## src/rtl/mem_arbiter.sv

```systemverilog
// mem_arbiter: shares one memory-controller port between instruction-fetch and data requesters.
// Define MEM_ARB_FAIR_EN to bound consecutive data grants while an instruction fetch is waiting.
module mem_arbiter #(
  parameter int unsigned TIMEOUT_CYCLES = 255,
  parameter int unsigned FAIR_LIMIT     = 4
) (
  input  logic        clk,
  input  logic        rst,
  input  logic        i_req,
  input  logic [31:0] i_addr,
  output logic        i_ack,
  output logic [31:0] i_rdata,
  input  logic        d_req,
  input  logic        d_we,
  input  logic [31:0] d_addr,
  input  logic [31:0] d_wdata,
  output logic        d_ack,
  output logic [31:0] d_rdata,
  output logic        mem_is_write,
  output logic [31:0] mem_addr,
  output logic [31:0] mem_data_in,
  input  logic [31:0] mem_data_out,
  input  logic        mem_busy,
  output logic        timeout_err
);

  // state    | meaning
  // IDLE     | no transaction; grant decision made here
  // RD       | read presented to controller, waiting for busy low
  // WR_ISSUE | one-cycle write strobe to controller
  // WR_WAIT  | write accepted, waiting for busy low
  // DONE     | owner ack cycle; no grant
  typedef enum logic [2:0] {IDLE, RD, WR_ISSUE, WR_WAIT, DONE} state_t;

  localparam logic [7:0] TIMEOUT_VAL = 8'(TIMEOUT_CYCLES);

  if (TIMEOUT_CYCLES == 0 || TIMEOUT_CYCLES > 255 || FAIR_LIMIT == 0 || FAIR_LIMIT > 7)
  begin : g_param_check
    $error("mem_arbiter: TIMEOUT_CYCLES or FAIR_LIMIT out of range");
  end

  state_t      state, state_nxt;
  logic        owner_d;
  logic [31:0] lat_addr;
  logic [31:0] lat_wdata;
  logic [7:0]  wd_cnt;
  logic [7:0]  wd_inc;
  logic        wd_hit;
  logic        waiting;
  logic        grant;
  logic        grant_d;

  assign grant   = i_req | d_req;
  assign waiting = (state == RD) || (state == WR_WAIT);
  assign wd_inc  = wd_cnt + 8'd1;
  // Abort only while the controller still reports busy on the final allowed cycle.
  assign wd_hit  = mem_busy && (wd_inc == TIMEOUT_VAL);

`ifdef MEM_ARB_FAIR_EN
  logic [2:0] fair_cnt;
  logic       fair_force_i;

  assign fair_force_i = i_req && d_req && (32'(fair_cnt) >= FAIR_LIMIT);
  assign grant_d      = d_req && !fair_force_i;

  always_ff @(posedge clk or posedge rst) begin
    if (rst) begin
      fair_cnt <= '0;
    end else if (state == IDLE && grant) begin
      if (grant_d && i_req) fair_cnt <= fair_cnt + 3'd1;
      else                  fair_cnt <= '0;
    end
  end
`else
  assign grant_d = d_req;
`endif

  always_comb begin
    state_nxt = state;
    case (state)
      IDLE:     if (grant) state_nxt = (grant_d && d_we) ? WR_ISSUE : RD;
      RD:       if (!mem_busy || wd_hit) state_nxt = DONE;
      WR_ISSUE: state_nxt = WR_WAIT;
      WR_WAIT:  if (!mem_busy || wd_hit) state_nxt = DONE;
      DONE:     state_nxt = IDLE;
      default:  state_nxt = IDLE;
    endcase
  end

  always_ff @(posedge clk or posedge rst) begin
    if (rst) begin
      state       <= IDLE;
      owner_d     <= 1'b0;
      lat_addr    <= '0;
      lat_wdata   <= '0;
      wd_cnt      <= '0;
      i_rdata     <= '0;
      d_rdata     <= '0;
      timeout_err <= 1'b0;
    end else begin
      state <= state_nxt;
      if (state == IDLE && grant) begin
        owner_d   <= grant_d;
        lat_addr  <= grant_d ? d_addr : i_addr;
        lat_wdata <= grant_d ? d_wdata : '0;
      end
      if (waiting) wd_cnt <= wd_inc;
      else         wd_cnt <= '0;
      if (state == RD && (!mem_busy || wd_hit)) begin
        if (owner_d) d_rdata <= mem_busy ? '0 : mem_data_out;
        else         i_rdata <= mem_busy ? '0 : mem_data_out;
      end
      if (waiting && wd_hit) timeout_err <= 1'b1;
    end
  end

  assign i_ack        = (state == DONE) && !owner_d;
  assign d_ack        = (state == DONE) && owner_d;
  assign mem_is_write = (state == WR_ISSUE);
  assign mem_addr     = lat_addr;
  assign mem_data_in  = lat_wdata;

endmodule

```

## config.mk

```make
export PLATFORM = sky130hd
export DESIGN_NAME = mem_arbiter
export DESIGN_NICKNAME = d
export VERILOG_FILES = /design/src/rtl/mem_arbiter.sv
export SDC_FILE = /design/constraint.sdc
export NUM_CORES = 1
export LEC_CHECK = 0
export BUFFER_PORTS_ARGS = -buffer_cell sky130_fd_sc_hd__buf_2
export CORE_AREA = 2 2 116 118
export CTS_BUF_LIST = sky130_fd_sc_hd__clkbuf_4 sky130_fd_sc_hd__clkbuf_8
export CTS_CLUSTER_DIAMETER = 50
export DETAILED_ROUTE_END_ITERATION = 10
export DIE_AREA = 0 0 118 120
export HOLD_SLACK_MARGIN = 0.12
export PLACE_DENSITY = 0.87
export SLEW_MARGIN = 20
export SYNTH_ARGS = -nofsm -noshare
export SYNTH_HDL_FRONTEND = slang
export SYNTH_SLANG_ARGS = --single-unit
export TNS_END_PERCENT = 100
```

## constraint.sdc

```tcl
create_clock -name clk -period 7.7 [get_ports clk]
set_input_delay 1.54 -clock clk [delete_from_list [all_inputs] [get_ports clk]]
set_output_delay 1.54 -clock clk [all_outputs]
set_load 0.01 [all_outputs]
```

==> results, run 1 <==
- In this run the worst hold path is classified as reg -> reg.
- The register clock-pin slew on the reported worst setup and hold paths is 0.08 ns.
- After the last flow step, the layout net total stands at 1036.
- The total power density per cell area is 315.3 mW/mm^2.
- The die is 118 um wide.
- The number of cells on the worst reg-to-reg path is 5.
- The number of clock buffers added by TritonCTS is 17.
- The number of nets with antenna violations after detailed routing is 0.
- The number of warnings issued by yosys is 0.
- The y dimension of the die is 120 um.
- Setup repair after global routing left no endpoint under its margin.
- For this design, the sink count on the clock tree is 141.
- The fmax is 0.3042 GHz.
- After floorplanning, the core was divided into 42 placement rows.
- Among all flip-flop cells after synthesis, the most frequent one is dfrtp_1.
- The share of synthesized area in the top cell type comes to 50.48%.
- The starting utilization of the core area is 53.85%.
- After detailed routing, the average wire length per cell comes to 18.90 um.
- The number of detailed-route iterations in the first pass is 6.
- The routed design has 20590 um of wire.
- The worst hold path cell count is 2.
- The cell leakage power is 4.054 nW.
- The number of synthesized register bits is 141.
- The run finished with clean final reports.
- STA classifies the critical path startpoint as a primary input.
- Entering global routing, the biggest net connects 108 pins.
- The first global-routing pass estimated 32090 um of wire.
- The die covers 0.01416 sq mm.
- The worst relative slew slack is 27.92%.
- The count of inserted antenna diode cells is 0.
- Relative to the synthesized area, the layout overhead comes to 25.49%.
- The count of endpoints failing hold in the final timing report came to 0.
- The placeable core region is 0.01298 sq mm.
- Leaving out fill and tap cells, the most frequent cells in the layout are buf_2, dfrtp_1, nand2_1.
- The hold buffer count at CTS is 0.
- Input and output buffers added on the ports amount to 265.
- Data on the critical path arrives at its endpoint at 3.65 ns.
- The post-CTS repair timing setup buffer count is 0.
- STA classifies the critical path endpoint as a flip-flop.
- The footprint of the flip-flops and latches is 0.003528 sq mm.
- Of all flip-flops after synthesis, the portion carrying an async set or reset was 100.0%.
- After synthesis, the netlist uses 44 different library cells.
- In the final timing run, aggregate negative setup slack is 0 ns.
- The final estimated routing congestion in global placement is 0.8085.
- The post-route worst setup slack is 4.412 ns.
- The part of the Yosys area used for sequential elements is 50.48%.
- The fraction of final layout cells with drive strength greater than 1 is 34.94%.
- The number of DRC markers in iteration 0 is 827.
- The total design power is 2.765 mW.
- After layout, the minimum clock period comes to 3.288 ns.
- For this run, the total global-route usage over all layers was measured as 28.62%.
- The number of antenna violations at the first check in global routing is 0.
- The worst-case setup slack after placement is 3.999 ns.
- Pin placement for this block handled 266 I/O pins.
- The cell area that synthesis handed to floorplanning was 0.006989 sq mm.
- The via density per instance is 6.077.
- In this run the worst path has a maximum fanout of 107.
- Clock skew on the completed layout was measured at 0.01120 ns.
- The count of max-cap constraint violations is 0.
- The later pin in the worst-skew pair is clocked with a latency of 0.45 ns.
- After global routing the overflow that remains totals 0.
- The library cell used most frequently in the layout, excluding fill and tap cells, is buf_2.
- For the pin with the worst max-slew slack, the measured transition is 1.081 ns.
- The via count of the first global-routing pass came to 6171.
- The final-report max-slew violation count is 0.
- The number of gates resized after cts is 0.
- The routed layout has 6618 vias.
- The number of setup violations in the final report is 0.
- The layout has 1041 filler cells.
- The half-perimeter wire length of the detailed placement result is 13560 um.
- No sink is reached through more buffers than the 2 on the longest clock path.
- The post-route clock period utilization is 42.70%.
- The multi-input logic area is 0.003115 sq mm.
- The number of cells produced by synthesis is 683.
- The mean instance size in the synthesized netlist is 10.23 sq um.
- The cell sitting at the root of the clock tree is a clkbuf_8.
- CTS built an H-tree with a depth of 4.
- The synthesized design contains 0 enable-type register cells.
- The synthesized netlist net count is 819.
- The worst ir drop on vdd is 208.6 uV.
- The CTS tree is yes.
- The type of the setup path with the least slack is in -> reg.
- The dominant cell type by area after synthesis is dfrtp_1.
- The detailed-route DRC error count is 0.
- The required time of the critical path is 8.06 ns.
- By area the synthesized netlist is led by dfrtp_1, o2111ai_1, o211ai_1.
-- cell type report --
class / count / area share [%]
tap: 176 / 2.511
clock buffer: 17 / 2.668
sequential: 141 / 40.23
clock inverter: 15 / 2.154
inverter: 20 / 0.9130
timing repair buffer: 275 / 16.01
multi-input combinational: 445 / 35.52
-- final timing paths --
check | from | end | slack (ns)
worst max-delay path | mem_busy | i_rdata[17] | 4.41
worst min-delay path | mem_addr[7] | mem_addr[7] | 0.48
worst max register to register | wd_cnt[0] | i_rdata[17] | 4.89
worst min register to register | mem_addr[7] | mem_addr[7] | 0.48
max in group asynchronous | rst | mem_addr[25] | 5.26
min in group asynchronous | rst | mem_data_in[17] | 1.23
-- logic make-up after synthesis --
logic type                 after synthesis  synth area share [%]
muxes                                   33                 4.744
xor gates and xnor gates                 5                0.6265
and+or+nand+nor                        150                 10.90
buffers and inverters                   97                 5.746
AOI/OAI and AO/OA                      255                 27.14
DFF                                    141                 50.48
adders and majority gates                2                0.3580
-- cells in the mapped netlist, types with 2 or more instances --
cell type	n
a21o_1	2
a21oi_1	20
a22o_1	32
a22oi_1	47
and3_1	2
and3b_1	2
buf_1	8
buf_2	9
buf_6	3
clkbuf_1	56
dfrtp_1	141
ha_1	2
inv_1	20
mux2i_1	32
nand2_1	54
nand3_1	51
nand4_1	2
nor2_1	8
nor2b_1	2
nor3b_1	17
o2111ai_1	48
o211ai_1	49
o21ai_0	35
o221ai_1	17
or3_1	2
xor2_1	4
-- flip-flops by register name, indices dropped and copies added (netlist names) --
register     flops
state            3
d_rdata         32
i_rdata         32
owner_d          1
timeout_err      1
mem_addr        32
mem_data_in     32
wd_cnt           8
-- critical path: stages --
cell      delay, ns
buf_4          0.26
buf_4          0.86
o211ai_1       0.41
buf_4          0.33
o221ai_1       0.21
-- power by group --
part | leakage, nW | internal, mW | switching, mW | total (mW)
logic | 2.29 | 0.434 | 0.549 | 0.983
clock network | 0.201 | 0.326 | 0.316 | 0.642
registers | 1.56 | 0.969 | 0.172 | 1.14
-- metal layers --
layer	vias up	routed length, um	track usage (%)
met1	3150	7823	35.97
li1	3069	-	-
met3	48	1757	7.795
met2	351	10460	47.24
met4	0	543	11.30
met5	-	0	0
-- per-stage QoR --
step | cell area [sq um] | hold WS, ns | std cells | util [%]
CTS | 8766 | 0.4832 | 1089 | 67.53
finish | 8771 | 0.4765 | 1089 | 67.57
floorplan | 6989 | 0.5019 | 683 | -
global route | 8771 | 0.5012 | 1089 | 67.57
detailed placement | 8343 | 0.4651 | 1057 | 64.28
global placement | 8343 | 0.4565 | 1057 | 64.28
(Power assumes the default switching activity.)
==> inputs of run 2 (changes only) <==
--- a/config.mk
+++ b/config.mk
@@ -6,13 +6,13 @@
 export NUM_CORES = 1
 export LEC_CHECK = 0
 export BUFFER_PORTS_ARGS = -buffer_cell sky130_fd_sc_hd__buf_2
-export CORE_AREA = 2 2 116 118
+export CORE_AREA = 2 2 121 123
 export CTS_BUF_LIST = sky130_fd_sc_hd__clkbuf_4 sky130_fd_sc_hd__clkbuf_8
 export CTS_CLUSTER_DIAMETER = 50
 export DETAILED_ROUTE_END_ITERATION = 10
-export DIE_AREA = 0 0 118 120
+export DIE_AREA = 0 0 123 125
 export HOLD_SLACK_MARGIN = 0.12
-export PLACE_DENSITY = 0.87
+export PLACE_DENSITY = 0.81
 export SLEW_MARGIN = 20
 export SYNTH_ARGS = -nofsm -noshare
 export SYNTH_HDL_FRONTEND = slang
==> constraint.sdc (replaced) <==
create_clock -name clk -period 3.42 [get_ports clk]
set_input_delay 0.684 -clock clk [delete_from_list [all_inputs] [get_ports clk]]
set_output_delay 0.684 -clock clk [all_outputs]
set_load 0.01 [all_outputs]
==> results, run 2 (synthesis gave the netlist of run 1 again) <==
- The worst hold path belongs to the class in -> async.
- The critical path's top delay family is simple AND/OR/NAND/NOR gates.
- The required time of the critical path is 3.78 ns (-4.28 ns).
- STA classifies the critical path startpoint as a flip-flop.
- The number of nets with antenna violations after detailed routing is 0 (unchanged).
- The hold buffer count at CTS came to 0 (unchanged).
- The worst setup skew after layout is 0.009813 ns (-0.001382 ns).
- The fmax is 0.4348 GHz.
- Setup repair after global routing left no endpoint under its margin.
- The total of buffers placed on input and output ports is 265 (unchanged).
- The run finished with clean final reports.
- The post-CTS repair timing setup buffer count is 0 (unchanged).
- The y dimension of the die is 125 um (+4.2%).
- The leading cell type in the layout, fill and taps excluded is buf_2.
- TritonCTS built the clock tree.
- The smallest clock period supported by the final layout is computed as 2.300 ns.
- The worst setup path is of the reg -> reg kind.
- The worst-case setup slack after placement is 1.158 ns (-2.841 ns).
- The element type at the critical path end is a flip-flop.
- For this design, the slowest cell found on the critical path is or4b_2.
- The H-tree depth is 4 (unchanged).
- The sum of routed wire length over all layers was 20500 um (-0.39%).
- The biggest cell delay along the critical path is 0.98 ns (+0.12 ns).
- After layout, the worst path uses 67.24% of the clock period.
- The final-report max-slew violation count is 0 (unchanged).
- The top-level port count is 266 (unchanged).
- The wire length of the first global-routing pass was 31880 um (-0.65%).
- The later-pin clock latency in the skew report is 0.45 ns (about the same).
- The count of max-cap constraint violations is 0 (unchanged).
- The cell row count is 44 (+4.8%).
- The data arrival time of the critical path is 2.66 ns (-0.99 ns).
- The register clock-pin slew on the reported worst setup and hold paths is 0.08 ns (about the same).
- The worst ir drop on vdd came to 463.3 uV (+120%).
- The TritonCTS buffer count is 17 (unchanged).
- The maximum number of pins on one net before global-route repair is 142 (+31%).
- The number of buffers and inverters on the critical path is 1 (-2).
- The slew at the pin with the worst max-slew slack came to 0.8252 ns (-0.2561 ns).
- The worst relative slew slack is 44.99% (+17 points).
- The final net count is 1041 (+0.48%).
- The number of DRC markers in iteration 0 is 543 (-34%).
- The post-route setup TNS is 0 ns (unchanged).
- The number of antenna violations at the first check in global routing came to 0 (unchanged).
- The fraction of final layout cells with drive strength greater than 1 was 35.08% (+0.14 points).
- The via density per instance is 5.874 (-3.3%).
- The root buffer cell is clkbuf_8.
- The detail-routed net length per standard cell is 18.59 um (-1.7%).
- The number of setup violations in the final report is 0 (unchanged).
- The final design utilization is 61.94% (-5.6 points).
- In the layout the commonest cells are buf_2, dfrtp_1, nand2_1.
- The number of detailed-route iterations in the first pass is 5 (-1).
- The detailed-route DRC error count is 0 (unchanged).
- The final estimated routing congestion in global placement came to 0.8184 (+1.2%).
- The layout filler cell count was 1228 (+18%).
- The via count of the first global-routing pass came to 6058 (-1.8%).
- The area enclosed by the die boundary is 0.01538 sq mm (+8.6%).
- The number of cells on the worst reg-to-reg path is 5 (unchanged).
- The critical path goes through or4b_2 -> buf_4 -> nor3b_1 -> a21oi_1 -> o221ai_1.
- The number of gates resized after cts came to 0 (unchanged).
- Relative to the synthesized area, the layout overhead comes to 25.87%.
- The overall overflow remaining after global route is 0 (unchanged).
- The total power density per cell area is 692.9 mW/mm^2 (+120%).
- The half-perimeter wire length of the detailed placement result was 13960 um (+3.0%).
- The post-route worst setup slack is 1.120 ns (-3.292 ns).
- The count of endpoints failing hold in the final timing report is 0 (unchanged).
- The total number of vias is 6479 (-2.1%).
- The starting utilization of the core area came to 49.21% (-4.6 points).
- The horizontal die dimension was 123 um (+4.2%).
- The peak fanout along the critical path came to 30 (-72%).
- The cell leakage power is 4.075 nW (+0.51%).
- The buffer levels on the longest clock path is 2 (unchanged).
- The total clock sinks is 141 (unchanged).
- The total track usage is 26.66% (-2.0 points).
- The placeable core region is 0.01420 sq mm (+9.4%).
- The critical path depth is 5 (unchanged).
## run 2: cell count changes in the layout (fill, tap and decap cells not counted), sizes merged
cell / previous run / this run
buf: 275 / 280
clkinv: 4 / 5
clkbuf: 17 / 19
bufinv: 3 / 1
clkinvlp: 4 / 2
inv: 24 / 25
diode: 0 / 1
## run 2: layout make-up
cell class                      instances  area [sq um]  area share [%]
Sequential cell                       141          3528           40.11
Multi-Input combinational cell        445          3105           35.30
Timing Repair Buffer                  280          1466           16.67
Clock buffer                           19         255.2           2.901
Tap cell                              184         230.2           2.617
Clock inverter                         13         130.1           1.479
Inverter                               20         78.83          0.8960
Antenna cell                            1         2.502         0.02845
## run 2: final timing paths
path / start / endpoint / slack, ns
max in group asynchronous: rst / i_rdata[26] / 2.37
hold / removal: rst / i_rdata[13] / 0.36
hold reg to reg: mem_addr[5] / mem_addr[5] / 0.48
setup reg to reg: state[1] / i_rdata[13] / 1.12
setup / recovery: state[1] / i_rdata[13] / 1.12
min in group clk: d_wdata[5] / mem_data_in[5] / 0.44
## run 2: metal layers
layer,up-vias,global-route usage [%],routed length (um)
met4,0,12.70,795
met2,301,42.15,10020
li1,3071,-,-
met5,-,0,0
met1,3064,33.97,8128
met3,43,7.026,1564
## run 2: worst register-to-register path, stage by stage, from the launching register on
cell	delay [ns]
dfrtp_1	0.47
or4b_2	0.98
buf_4	0.35
nor3b_1	0.26
a21oi_1	0.07
o221ai_1	0.09
## run 2: report_power, final
group / total (mW) / leakage, nW / internal (mW) / switching (mW)
Combinational: 2.22 / 2.32 / 0.988 / 1.23
Clock: 1.32 / 0.196 / 0.619 / 0.702
Sequential: 2.56 / 1.56 / 2.18 / 0.379
Total: 6.10 / 4.07 / 3.79 / 2.31
## run 2: stage by stage
stage	power [mW]	hold slack [ns]	cell area [sq um]	std cells
finish	6.095	0.3587	8797	1103
global route	6.493	0.4145	8795	1102
CTS	6.143	0.4069	8795	1102
detailed placement	4.819	0.4644	8409	1070
global placement	4.743	0.4569	8409	1070
floorplan	3.905	0.5019	6993	683
